### config.mk
export PLATFORM = sky130hd
export DESIGN_NAME = ps2_scancode_rx
export DESIGN_NICKNAME = d
export VERILOG_FILES = /design/src/rtl/ps2_pkg.sv /design/src/rtl/ps2_event_fifo.sv /design/src/rtl/ps2_scancode_rx.sv
export SDC_FILE = /design/constraint.sdc
export NUM_CORES = 1
export LEC_CHECK = 0
export ABC_AREA = 1
export ABC_CLOCK_PERIOD_IN_PS = 5800
export BUFFER_PORTS_ARGS = -buffer_cell sky130_fd_sc_hd__buf_2
export CAP_MARGIN = 10
export CORE_MARGIN = 2
export CORE_UTILIZATION = 45
export CTS_CLUSTER_SIZE = 28
export DETAILED_ROUTE_END_ITERATION = 8
export GPL_ROUTABILITY_DRIVEN = 0
export HOLD_SLACK_MARGIN = 0.1
export PLACE_DENSITY = 0.6
export SYNTH_ARGS = -nofsm -noshare
export SYNTH_HDL_FRONTEND = slang
export SYNTH_SLANG_ARGS = --single-unit
### constraint.sdc
create_clock -name VGA_clk -period 5.8 [get_ports VGA_clk]
set_clock_uncertainty 0.2 [all_clocks]
set_input_delay 0.58 -clock VGA_clk [delete_from_list [all_inputs] [get_ports VGA_clk]]
set_output_delay 0.58 -clock VGA_clk [all_outputs]
set_load 0.1 [all_outputs]
### src/rtl/ps2_pkg.sv
// Shared types and constants for the PS/2 scancode receiver.
package ps2_pkg;

    typedef enum logic [1:0] {
        IDLE   = 2'd0,
        DATA   = 2'd1,
        PARITY = 2'd2,
        STOP   = 2'd3
    } ps2_state_e;

    localparam logic [7:0] PS2_PREFIX_EXT = 8'hE0;
    localparam logic [7:0] PS2_PREFIX_BRK = 8'hF0;

    typedef struct packed {
        logic       ext;
        logic       brk;
        logic [7:0] code;
    } ps2_event_t;

    localparam int PS2_EVENT_W = $bits(ps2_event_t);

    // PS/2 uses odd parity across the eight data bits plus the parity bit.
    function automatic logic ps2_parity_ok(input logic [7:0] data, input logic par);
        return ^{data, par};
    endfunction

endpackage

### src/rtl/ps2_event_fifo.sv
// Small synchronous FIFO holding decoded key events; valid/ready pop side.
module ps2_event_fifo #(
    parameter int WIDTH = 10,
    parameter int DEPTH = 4
) (
    input  logic             clk,
    input  logic             reset,
    input  logic             push_valid,
    input  logic [WIDTH-1:0] push_data,
    input  logic             pop_ready,
    output logic             pop_valid,
    output logic [WIDTH-1:0] pop_data,
    output logic             full,
    output logic             ovf
);

    localparam int AW = (DEPTH > 1) ? $clog2(DEPTH) : 1;
    localparam logic [AW:0] DEPTH_C = (AW + 1)'(DEPTH);

    logic [WIDTH-1:0] mem_q [DEPTH];
    logic [AW-1:0]    wr_ptr_q, wr_ptr_d;
    logic [AW-1:0]    rd_ptr_q, rd_ptr_d;
    logic [AW:0]      cnt_q, cnt_d;
    logic             ovf_q, ovf_d;
    logic             do_push, do_pop;

    // Pointer/count update; a pop in the same cycle frees a slot for a push into a full FIFO.
    always_comb begin
        do_pop   = pop_ready && (cnt_q != '0);
        full     = (cnt_q == DEPTH_C);
        do_push  = push_valid && (!full || do_pop);
        ovf_d    = push_valid && full && !do_pop;
        wr_ptr_d = wr_ptr_q;
        rd_ptr_d = rd_ptr_q;
        cnt_d    = cnt_q;
        if (do_push) wr_ptr_d = wr_ptr_q + 1'b1;
        if (do_pop)  rd_ptr_d = rd_ptr_q + 1'b1;
        if (do_push && !do_pop)      cnt_d = cnt_q + 1'b1;
        else if (!do_push && do_pop) cnt_d = cnt_q - 1'b1;
    end

    // Control state register.
    always_ff @(posedge clk) begin
        if (reset) begin
            wr_ptr_q <= '0;
            rd_ptr_q <= '0;
            cnt_q    <= '0;
            ovf_q    <= 1'b0;
        end else begin
            wr_ptr_q <= wr_ptr_d;
            rd_ptr_q <= rd_ptr_d;
            cnt_q    <= cnt_d;
            ovf_q    <= ovf_d;
        end
    end

    // Storage array; contents need no reset since the head is masked while empty.
    always_ff @(posedge clk) begin
        if (do_push) mem_q[wr_ptr_q] <= push_data;
    end

    assign pop_valid = (cnt_q != '0);
    assign pop_data  = pop_valid ? mem_q[rd_ptr_q] : '0;
    assign ovf       = ovf_q;

endmodule

### src/rtl/ps2_scancode_rx.sv
// PS/2 keyboard receiver: input filtering, frame FSM with watchdog, E0/F0 decode,
// event FIFO and held-key levels for the jump and duck keys.
module ps2_scancode_rx
    import ps2_pkg::*;
#(
    parameter int         FILTER_LEN  = 4,
    parameter int         TIMEOUT_CYC = 50000,
    parameter int         FIFO_DEPTH  = 4,
    parameter logic [7:0] JUMP_CODE   = 8'h29,
    parameter logic [7:0] DUCK_CODE   = 8'h72
) (
    input  logic       VGA_clk,
    input  logic       reset,
    input  logic       KB_clk,
    input  logic       KB_data,
    output logic       ev_valid,
    input  logic       ev_ready,
    output logic [7:0] ev_code,
    output logic       ev_ext,
    output logic       ev_break,
    output logic [7:0] code,
    output logic       key_jump,
    output logic       key_duck,
    output logic       frame_err,
    output logic       fifo_ovf
);

    localparam int FCW = (FILTER_LEN > 1) ? $clog2(FILTER_LEN) : 1;
    localparam int WW  = $clog2(TIMEOUT_CYC + 1);
    localparam logic [FCW-1:0] FILT_LAST = FCW'(FILTER_LEN - 1);
    localparam logic [WW-1:0]  WD_LAST   = WW'(TIMEOUT_CYC - 1);

    // Synchroniser and filter state
    logic           kclk_s1_q, kclk_s1_d, kclk_s2_q, kclk_s2_d;
    logic           kdat_s1_q, kdat_s1_d, kdat_s2_q, kdat_s2_d;
    logic           kclk_f_q, kclk_f_d, kdat_f_q, kdat_f_d;
    logic [FCW-1:0] kclk_cnt_q, kclk_cnt_d, kdat_cnt_q, kdat_cnt_d;
    logic           sample;

    // Frame FSM and watchdog
    ps2_state_e     state_q, state_d;
    logic [2:0]     bit_cnt_q, bit_cnt_d;
    logic [7:0]     shreg_q, shreg_d;
    logic           par_q, par_d;
    logic           stb_q, stb_d;
    logic           err_q, err_d;
    logic [WW-1:0]  wd_q, wd_d;
    logic           timeout;

    // Decoder
    logic           ext_q, ext_d, brk_q, brk_d;
    logic [7:0]     code_q, code_d;
    logic           jump_q, jump_d, duck_q, duck_d;
    logic           push;
    ps2_event_t     push_ev, head_ev;
    logic           fifo_full;

    // Two-flop synchroniser followed by a run-length filter on each PS/2 line.
    always_comb begin
        kclk_s1_d  = KB_clk;
        kclk_s2_d  = kclk_s1_q;
        kdat_s1_d  = KB_data;
        kdat_s2_d  = kdat_s1_q;
        kclk_f_d   = kclk_f_q;
        kclk_cnt_d = '0;
        kdat_f_d   = kdat_f_q;
        kdat_cnt_d = '0;
        if (kclk_s2_q != kclk_f_q) begin
            if (kclk_cnt_q == FILT_LAST) kclk_f_d = kclk_s2_q;
            else                         kclk_cnt_d = kclk_cnt_q + 1'b1;
        end
        if (kdat_s2_q != kdat_f_q) begin
            if (kdat_cnt_q == FILT_LAST) kdat_f_d = kdat_s2_q;
            else                         kdat_cnt_d = kdat_cnt_q + 1'b1;
        end
        // Data is stable across the filtered clock's falling edge, so kdat_f_q is the bit.
        sample = kclk_f_q && !kclk_f_d;
    end

    // Frame FSM next-state, bit assembly and watchdog.
    always_comb begin
        state_d   = state_q;
        bit_cnt_d = bit_cnt_q;
        shreg_d   = shreg_q;
        par_d     = par_q;
        stb_d     = 1'b0;
        err_d     = 1'b0;
        wd_d      = (sample || state_q == IDLE) ? '0 : wd_q + 1'b1;
        timeout   = (state_q != IDLE) && !sample && (wd_q == WD_LAST);
        unique case (state_q)
            IDLE: begin
                if (sample && !kdat_f_q) begin
                    state_d   = DATA;
                    bit_cnt_d = 3'd0;
                end
            end
            DATA: begin
                if (sample) begin
                    shreg_d   = {kdat_f_q, shreg_q[7:1]};
                    bit_cnt_d = bit_cnt_q + 3'd1;
                    if (bit_cnt_q == 3'd7) state_d = PARITY;
                end
            end
            PARITY: begin
                if (sample) begin
                    par_d   = kdat_f_q;
                    state_d = STOP;
                end
            end
            STOP: begin
                if (sample) begin
                    if (kdat_f_q && ps2_parity_ok(shreg_q, par_q)) stb_d = 1'b1;
                    else                                           err_d = 1'b1;
                    state_d = IDLE;
                end
            end
            default: state_d = IDLE;
        endcase
        if (timeout) begin
            state_d = IDLE;
            err_d   = 1'b1;
        end
    end

    // Prefix folding, event generation and held-key tracking on each received byte.
    always_comb begin
        ext_d   = ext_q;
        brk_d   = brk_q;
        code_d  = code_q;
        jump_d  = jump_q;
        duck_d  = duck_q;
        push    = 1'b0;
        push_ev = '{ext: ext_q, brk: brk_q, code: shreg_q};
        if (err_q) begin
            ext_d = 1'b0;
            brk_d = 1'b0;
        end else if (stb_q) begin
            if (shreg_q == PS2_PREFIX_EXT) begin
                ext_d = 1'b1;
            end else if (shreg_q == PS2_PREFIX_BRK) begin
                brk_d = 1'b1;
            end else begin
                push  = 1'b1;
                ext_d = 1'b0;
                brk_d = 1'b0;
                if (!brk_q)                 code_d = shreg_q;
                else if (shreg_q == code_q) code_d = 8'h00;
                if (!ext_q && shreg_q == JUMP_CODE) jump_d = !brk_q;
                if (ext_q && shreg_q == DUCK_CODE)  duck_d = !brk_q;
            end
        end
    end

    // Control registers; filters and synchronisers preset to the idle-high line level.
    always_ff @(posedge VGA_clk) begin
        if (reset) begin
            kclk_s1_q  <= 1'b1;
            kclk_s2_q  <= 1'b1;
            kdat_s1_q  <= 1'b1;
            kdat_s2_q  <= 1'b1;
            kclk_f_q   <= 1'b1;
            kdat_f_q   <= 1'b1;
            kclk_cnt_q <= '0;
            kdat_cnt_q <= '0;
            state_q    <= IDLE;
            bit_cnt_q  <= 3'd0;
            stb_q      <= 1'b0;
            err_q      <= 1'b0;
            wd_q       <= '0;
            ext_q      <= 1'b0;
            brk_q      <= 1'b0;
            code_q     <= 8'h00;
            jump_q     <= 1'b0;
            duck_q     <= 1'b0;
        end else begin
            kclk_s1_q  <= kclk_s1_d;
            kclk_s2_q  <= kclk_s2_d;
            kdat_s1_q  <= kdat_s1_d;
            kdat_s2_q  <= kdat_s2_d;
            kclk_f_q   <= kclk_f_d;
            kdat_f_q   <= kdat_f_d;
            kclk_cnt_q <= kclk_cnt_d;
            kdat_cnt_q <= kdat_cnt_d;
            state_q    <= state_d;
            bit_cnt_q  <= bit_cnt_d;
            stb_q      <= stb_d;
            err_q      <= err_d;
            wd_q       <= wd_d;
            ext_q      <= ext_d;
            brk_q      <= brk_d;
            code_q     <= code_d;
            jump_q     <= jump_d;
            duck_q     <= duck_d;
        end
    end

    // Datapath registers for the byte being assembled.
    always_ff @(posedge VGA_clk) begin
        shreg_q <= shreg_d;
        par_q   <= par_d;
    end

    ps2_event_fifo #(
        .WIDTH (PS2_EVENT_W),
        .DEPTH (FIFO_DEPTH)
    ) u_fifo (
        .clk        (VGA_clk),
        .reset      (reset),
        .push_valid (push),
        .push_data  (push_ev),
        .pop_ready  (ev_ready),
        .pop_valid  (ev_valid),
        .pop_data   (head_ev),
        .full       (fifo_full),
        .ovf        (fifo_ovf)
    );

    assign ev_code   = head_ev.code;
    assign ev_ext    = head_ev.ext;
    assign ev_break  = head_ev.brk;
    assign code      = code_q;
    assign key_jump  = jump_q;
    assign key_duck  = duck_q;
    assign frame_err = err_q;

endmodule

* After elaboration in Yosys (flattened, before gate mapping)
Memories as Yosys holds them, arrays and structs flattened. A register that Yosys moved wholly into a read port is not among the register bits. Cells that the tools add are included.
Operators by class: add/subtract/negate cells 8, equality and inequality tests 22, muxes and demuxes 32, bitwise operators 7, reduce and logical (&&, ||, !) cells 45
Operator list (number):
- $reduce_and A5 Y1 | 4
- $add A16 B1 Y16 const B | 1
- $eq A16 B16 Y1 const B | 1
- $eq A8 B8 Y1 const B | 2
- $mux W1 | 16
- $mux W8 | 2
- $mux W2 | 7
- $logic_and A1 B1 Y1 | 13
- $mux W3 | 4
- $mux W10 | 1
- $ne A2 B2 Y1 const B | 5
- $reduce_and A2 Y1 | 5
- $reduce_or A3 Y1 | 3
- $reduce_xor A9 Y1 | 1
- $add A2 B1 Y2 const B | 4
- $eq A2 B2 Y1 const B | 4
- $eq A8 B6 Y1 const B | 1
- $eq A8 B7 Y1 const B | 1
- $eq A8 B8 Y1 | 1
- $logic_not A1 Y1 | 8
- $pmux W2 S4 | 1
- $not A1 Y1 | 7
- $add A3 B1 Y3 const B | 2
- $eq A3 B3 Y1 const B | 2
- 11 further kinds | 18
Word-level totals: bits in registers 62, bits in writable memories 40, input bits 5, output and inout port bits 23, memories 1
Memory list:
- u_fifo.mem_q | words 4, width 10, read ports 1, clocked after Yosys merged registers in 1, wr ports 1, RTL line ps2_event_fifo.sv:20 | logic [WIDTH-1:0] mem_q [DEPTH];

* Longest topological paths before layout
Gate-level depths: netlist of the first run.
depth after elaboration 10, depth in mapped cells 16

* Cells and area by module
Synthesis of the first run repeated with hierarchy kept, for this count alone.
Second synthesis, totals: cells, all modules 551, area total of the unflattened synthesis 4817.1 um2
By module, submodules not included:
- ps2_scancode_rx | instances 1, cells an instance 359, area an instance 2708.8 um2
- ps2_event_fifo | instances 1, cells an instance 192, area an instance 2108.3 um2

* Worst setup path before layout of the first run
Ideal clock, no wire load.
kind register to output, start point register u_fifo.cnt_q[0], end point output ev_break, arrival time 2937 ps, required time 5020 ps, setup slack 2083 ps, cell stages (with the launch flop) 6, cells stage by stage dfxtp_1 > nor2_1 > nand2_1 > inv_1 > clkbuf_1 > a21oi_1
On the way: longest elaborated chain between the ends 2
Ends and longest elaborated chain:
- start: declaration | RTL line ps2_event_fifo.sv:23 | logic [AW:0] cnt_q, cnt_d;
- start signal: assignment | RTL line ps2_event_fifo.sv:52 | cnt_q <= cnt_d;
- $reduce_bool A3 Y1 | RTL line ps2_event_fifo.sv:62 | assign pop_valid = (cnt_q != '0);
- net ev_valid | RTL line ps2_scancode_rx.sv:16 | output logic ev_valid,
- $mux W10 | RTL line ps2_event_fifo.sv:63 | assign pop_data = pop_valid ? mem_q[rd_ptr_q] : '0;
- end: declaration | RTL line ps2_scancode_rx.sv:20 | output logic ev_break,
The timed path passes the listed nets, and every way through them passes these cells.

==> reports/metrics.cfg, run 1 <==
[status]
status=finished clean

[placed_design]
port_buffers=27
placedCellCount=710
dpl-instance-area_um2=5041
dp.final_hpwl_um=6664

[sta]
slew_headroom_pct=26.31
hold_viol_final=0
fin_crit_sh_pct=51.48
rsz0062_at_grt=no
worst_pin_slew_ns=1.101
drv_slew=0
setup_tns_ns=0
max_freq_mhz=334.9
fin_crit_ns=2.986
setup_viol=0

[cts]
cts_resized=0
cts.htree.levels=3
cts_buffers=9
cts_hold_buf=0
clk_path_buf_depth=2
cts.reportedPaths.clkPinSlew_ns=0.11
post-cts-setup-buffers=0
insertion_delay_ns=0.38
cts_tree=built
cts_num_sinks=104
cts_root_buf=clkbuf_8

[critical_path]
crit_type=register to output pin
max_stage_delay_ns=0.73
path_cells=inv_1 -> o21ai_0 -> a21oi_1 -> buf_2
cpMaxStageDelayCell=dfxtp_1
arrival_ns=2.21
critPathBufInv=2
path_max_fanout=21
start_kind=register
cp.required_ns=5.02
end_kind=output pin
cp_top_family=flip-flops

[cells_and_area]
final_nets=605
area_growth_syn_to_layout_pct=9.843
fin_area_um2=5250
post-route-util_pct=50.85
final_cells=726
drive_gt1_share_pct=12.71
diodes=0

[global_route]
antenna_found_initial=0
grt_use_total_pct=16.85
overflow=0
grt_max_degree=24
grt_pass1_wl_um=15100
grt_pass1_vias=3224

[synthesis]
syn_nets=578
synth_area_leader_cell=edfxtp_1
async_flop_share_pct=0
synth.distinct_cells=32
yosysMostFrequentCell=nand2_1
synthesis.instances=558
yosysTopAreaCellShare_pct=30.79
yosysSeqAreaShare_pct=53.82
netlist_area_um2=4780
ys_ff_latch=104
synth-edff-count=49
ys_top_cells_by_count=107 x nand2_1, 85 x nor2_1, 68 x inv_1
synth_top_flop_cell=dfxtp_1
avgSynthCellArea_um2=8.566
yosysWarnings=0
synthTopCellsByArea=edfxtp_1 31%, dfxtp_1 23%, nand2_1 8.4%

[routing]
num_vias=3574
routed_via_density=4.923
drcViolationCount=0
wl_per_cell_um=12.71
wirelength_um=9227
first_pass_iters=4
drt.antenna.violating_nets=0
drt_iter0_markers=157

[pwr]
power.leakage_nw=2.092
vdd_drop_max_mv=0.2364
p_per_area_nw_per_um2=329.4
power_mw=1.730

[floorplan]
core_um2=10320
die_w_um=107.1
start_util_pct=46.30
placement_rows=37
io_pins=28
die_h_um=107.1
die-area_um2=11460

[worst_hold_path]
hold_path.class=input pin to register

[flow_run]
drv_cap=0

## placed cells by master, fill, tap and decap left out, drive strengths merged, types with 3 or more instances in the layout
cell type	instances
nand4	9
ha	14
nor3	8
nor2	91
a21oi	45
nand2	118
o21ai	35
inv	77
clkinv	3
dfxtp	55
buf	27
clkbuf	10
or2	5
nand3	32
xor2	3
edfxtp	49
## where the power goes
part	switching (mW)	internal [mW]
Combinational	0.384	0.0677
Clock	0.266	0.212
Sequential	0.0237	0.776
## layer usage
| layer | GRT usage [%] | share of wire (%) | vias up |
|---|---|---|---|
| met2 | 27.67 | 48 | 51 |
| met3 | 2.918 | 3.4 | 11 |
| met1 | 21.65 | 47 | 1644 |
| met5 | 0 | 0 | - |
| met4 | 7.792 | 1.6 | 0 |
| li1 | - | - | 1868 |
## per-stage QoR
stage	hold slack, ns	worst slack (ns)
5_1_grt	0.1610	2.610
2_1_floorplan	0.1895	2.083
4_1_cts	0.1613	2.800
6_report	0.1756	2.814
3_5_place_dp	0.1988	3.084
3_3_place_gp	0.1928	3.133
## final timing paths
path                         from                      endpoint  slack (ns)  cells past startpoint
max reg2reg  shreg_q[4]$_DFFE_PP_  u_fifo.cnt_q[2]$_SDFFE_PP0P_        3.03                     15
max                      register                    ev_code[7]        2.81                      4
min                       KB_data          kdat_s1_q$_SDFF_PP1_        0.18                      2
min reg2reg  kdat_s1_q$_SDFF_PP1_          kdat_s2_q$_SDFF_PP1_        0.22                      1
## state kept, by name, summed over array words and instances, names as in the netlist, 2 cells and up, named ones only
name / flops
shreg_q: 8
u_fifo.cnt_q: 3
bit_cnt_q: 3
kdat_cnt_q: 2
u_fifo.wr_ptr_q: 2
wd_q: 16
state_q: 2
code: 8
u_fifo.rd_ptr_q: 2
kclk_cnt_q: 2
u_fifo.mem_q: 40
## kinds of logic after synthesis
family	after synthesis	synth area share (%)
compound gates	84	9.372
xor+xnor	4	0.7331
fa+ha+maj	15	4.084
buf+inv	86	7.015
flops	104	53.82
simple gates	265	24.97
## final cells by class
class | count | area [um2]
clock inverter | 6 | 81.33
timing repair buffer | 27 | 135.1
tap | 136 | 170.2
clock buffer | 10 | 127.6
sequential | 104 | 2572
inverter | 75 | 291.5
multi-input combinational | 368 | 1872
fill | 991 | 5074
(Power assumes the default switching activity.)
==> run 2: changes to the inputs <==
--- a/config.mk
+++ b/config.mk
@@ -5,8 +5,8 @@
 export SDC_FILE = /design/constraint.sdc
 export NUM_CORES = 1
 export LEC_CHECK = 0
-export ABC_AREA = 1
-export ABC_CLOCK_PERIOD_IN_PS = 5800
+export ABC_AREA = 0
+export ABC_CLOCK_PERIOD_IN_PS = 3100
 export BUFFER_PORTS_ARGS = -buffer_cell sky130_fd_sc_hd__buf_2
 export CAP_MARGIN = 10
 export CORE_MARGIN = 2
==> constraint.sdc (replaced) <==
create_clock -name VGA_clk -period 3.1 [get_ports VGA_clk]
set_clock_uncertainty 0.2 [all_clocks]
set_input_delay 0.31 -clock VGA_clk [delete_from_list [all_inputs] [get_ports VGA_clk]]
set_output_delay 0.31 -clock VGA_clk [all_outputs]
set_load 0.1 [all_outputs]
==> run 2 against run 1 <==
Clock-buffer cell count stayed put; utilization is 0.39 points higher; cell area is 5.9% lower; via count is 24% lower; critical path depth stayed put; sequential cell count stayed put; non-clock buffer count is 12 higher; total power is 87% higher; highest routed layer unchanged.
==> reports/metrics.cfg, run 2 <==
[worst_hold_path]
hold_path.class=input pin to register
hold_path_depth=3

[synthesis]
ys_top_cells_by_count=55 x dfxtp_1, 49 x edfxtp_1, 42 x nor2_1
synthTopCellsByArea=edfxtp_1 33%, dfxtp_1 25%, mux4_2 5.1%
ys_ff_latch=104
synth_top_flop_cell=dfxtp_1
syn_nets=384
synth_area_leader_cell=edfxtp_1
avgSynthCellArea_um2=12.13
yosysTopAreaCellShare_pct=33.31
yosysSeqAreaShare_pct=58.24
synthesis.instances=364
yosysWarnings=0
netlist_area_um2=4417
synth.distinct_cells=46
async_flop_share_pct=0
yosysMostFrequentCell=dfxtp_1
synth-edff-count=49

[global_route]
overflow=0
grt_max_degree=30
grt_pass1_vias=2594
grt_use_total_pct=16.24
grt_pass1_wl_um=13020
antenna_found_initial=0

[sta]
rsz0062_at_grt=no
setup_viol=0
hold_viol_final=0
slew_headroom_pct=59.43
fin_crit_ns=2.617
max_freq_mhz=382.1
fin_crit_sh_pct=84.42
hold_slack_ns=0.1745
worst_pin_slew_ns=0.6069
drv_slew=0
setup_tns_ns=0

[routing]
drt.antenna.violating_nets=0
wirelength_um=7834
first_pass_iters=4
drcViolationCount=0
wl_per_cell_um=14.51
routed_via_density=5.007
drt_iter0_markers=89
num_vias=2704

[floorplan]
core_um2=9639
placement_rows=36
die_w_um=103.1
die_h_um=103.1
die-area_um2=10620
io_pins=28
start_util_pct=45.82

[critical_path]
cp.depth=4
cp_top_family=flip-flops
path_cells=buf_4 -> mux4_2 -> and2_1 -> buf_2
end_kind=output pin
arrival_ns=2.11
crit_type=register to output pin
critPathBufInv=2
cpMaxStageDelayCell=dfxtp_1
reg2reg_depth=8
path_max_fanout=6
max_stage_delay_ns=0.53
start_kind=register
cp.required_ns=2.59

[cells_and_area]
regMostFlops=u_fifo.mem_q
reg_top3=u_fifo.mem_q (40), wd_q (16)
diodes=0
fillers=881
drive_gt1_share_pct=17.20
seqCellArea_um2=2572
layout_common_cells=55 x dfxtp_1, 49 x edfxtp_1, 42 x nor2_1, 27 x buf_2, 20 x nand2_1
final_nets=422
largest_register_ffs=40
area_growth_syn_to_layout_pct=11.84
multi_input_area_um2=1713
final_common_cell=dfxtp_1
post-route-util_pct=51.25

[pwr]
power_mw=3.241
power.leakage_nw=1.823
p_per_area_nw_per_um2=656.1
vdd_drop_max_mv=0.6958

[placed_design]
dp.final_hpwl_um=5453
port_buffers=27

[cts]
cts.reportedPaths.clkPinSlew_ns=0.10
cts_buffers=9
insertion_delay_ns=0.36
cts_root_buf=clkbuf_8
cts.htree.levels=3
clk_path_buf_depth=2
post-cts-setup-buffers=0
cts_tree=built
cts_num_sinks=104

[flow_run]
drv_cap=0

[status]
status=finished clean

-- run 2: through the flow --
step	cell area, um2	cells	worst slack [ns]
after floorplan	4417	364	0.1714
after global placement	4722	521	0.5683
after CTS	4940	540	0.4348
after detailed placement	4722	521	0.4863
after global routing	4940	540	0.3368
final	4940	540	0.4830
-- run 2: timing repair --
action	in CTS	in global routing
hold endpoints to repair	3	0
hold buffers	3	0
resized for setup	0	0
-- run 2: path summary, 6_finish.rpt --
kind,end,slack (ns),from
hold reg to reg,kclk_s2_q$_SDFF_PP1_,0.22,kclk_s1_q$_SDFF_PP1_
setup / recovery,ev_code[0],0.48,register
setup reg to reg,u_fifo.cnt_q[2]$_SDFFE_PP0P_,0.50,u_fifo.cnt_q[0]$_SDFFE_PP0P_
hold / removal,kclk_f_q$_SDFF_PP1_,0.17,reset
-- run 2: worst min-delay path, stage by stage --
cell and delay [ns]:
buf_2 0.09, inv_1 0.19, nand2_1 0.11
-- run 2: layout make-up --
class | count | area share (%)
clock inverter | 6 | 1.216
sequential | 104 | 52.08
multi-input combinational | 230 | 34.68
inverter | 18 | 1.368
tap | 133 | 3.369
timing repair buffer | 39 | 4.711
clock buffer | 10 | 2.584
-- run 2: report_power, final --
part           switching (mW)  internal [mW]  total, mW
Sequential             0.0344           1.45       1.48
Combinational           0.749          0.177      0.926
Clock                   0.458          0.373      0.831
-- run 2: cells by family after synthesis --
family / count (synthesis) / share of synthesized area [%]
buf+inv: 30 / 2.974
compound gates: 27 / 4.164
simple gates: 135 / 16.03
xor+xnor: 35 / 7.252
mux: 18 / 6.912
flops: 104 / 58.24
fa+ha+maj: 15 / 4.419
-- run 2: layer usage --
layer | vias up | GRT usage, % | wire [um]
met2 | 40 | 25.62 | 3687
met5 | - | 0 | 0
met3 | 12 | 2.847 | 220
li1 | 1360 | - | -
met4 | 0 | 6.377 | 129
met1 | 1292 | 22.42 | 3797
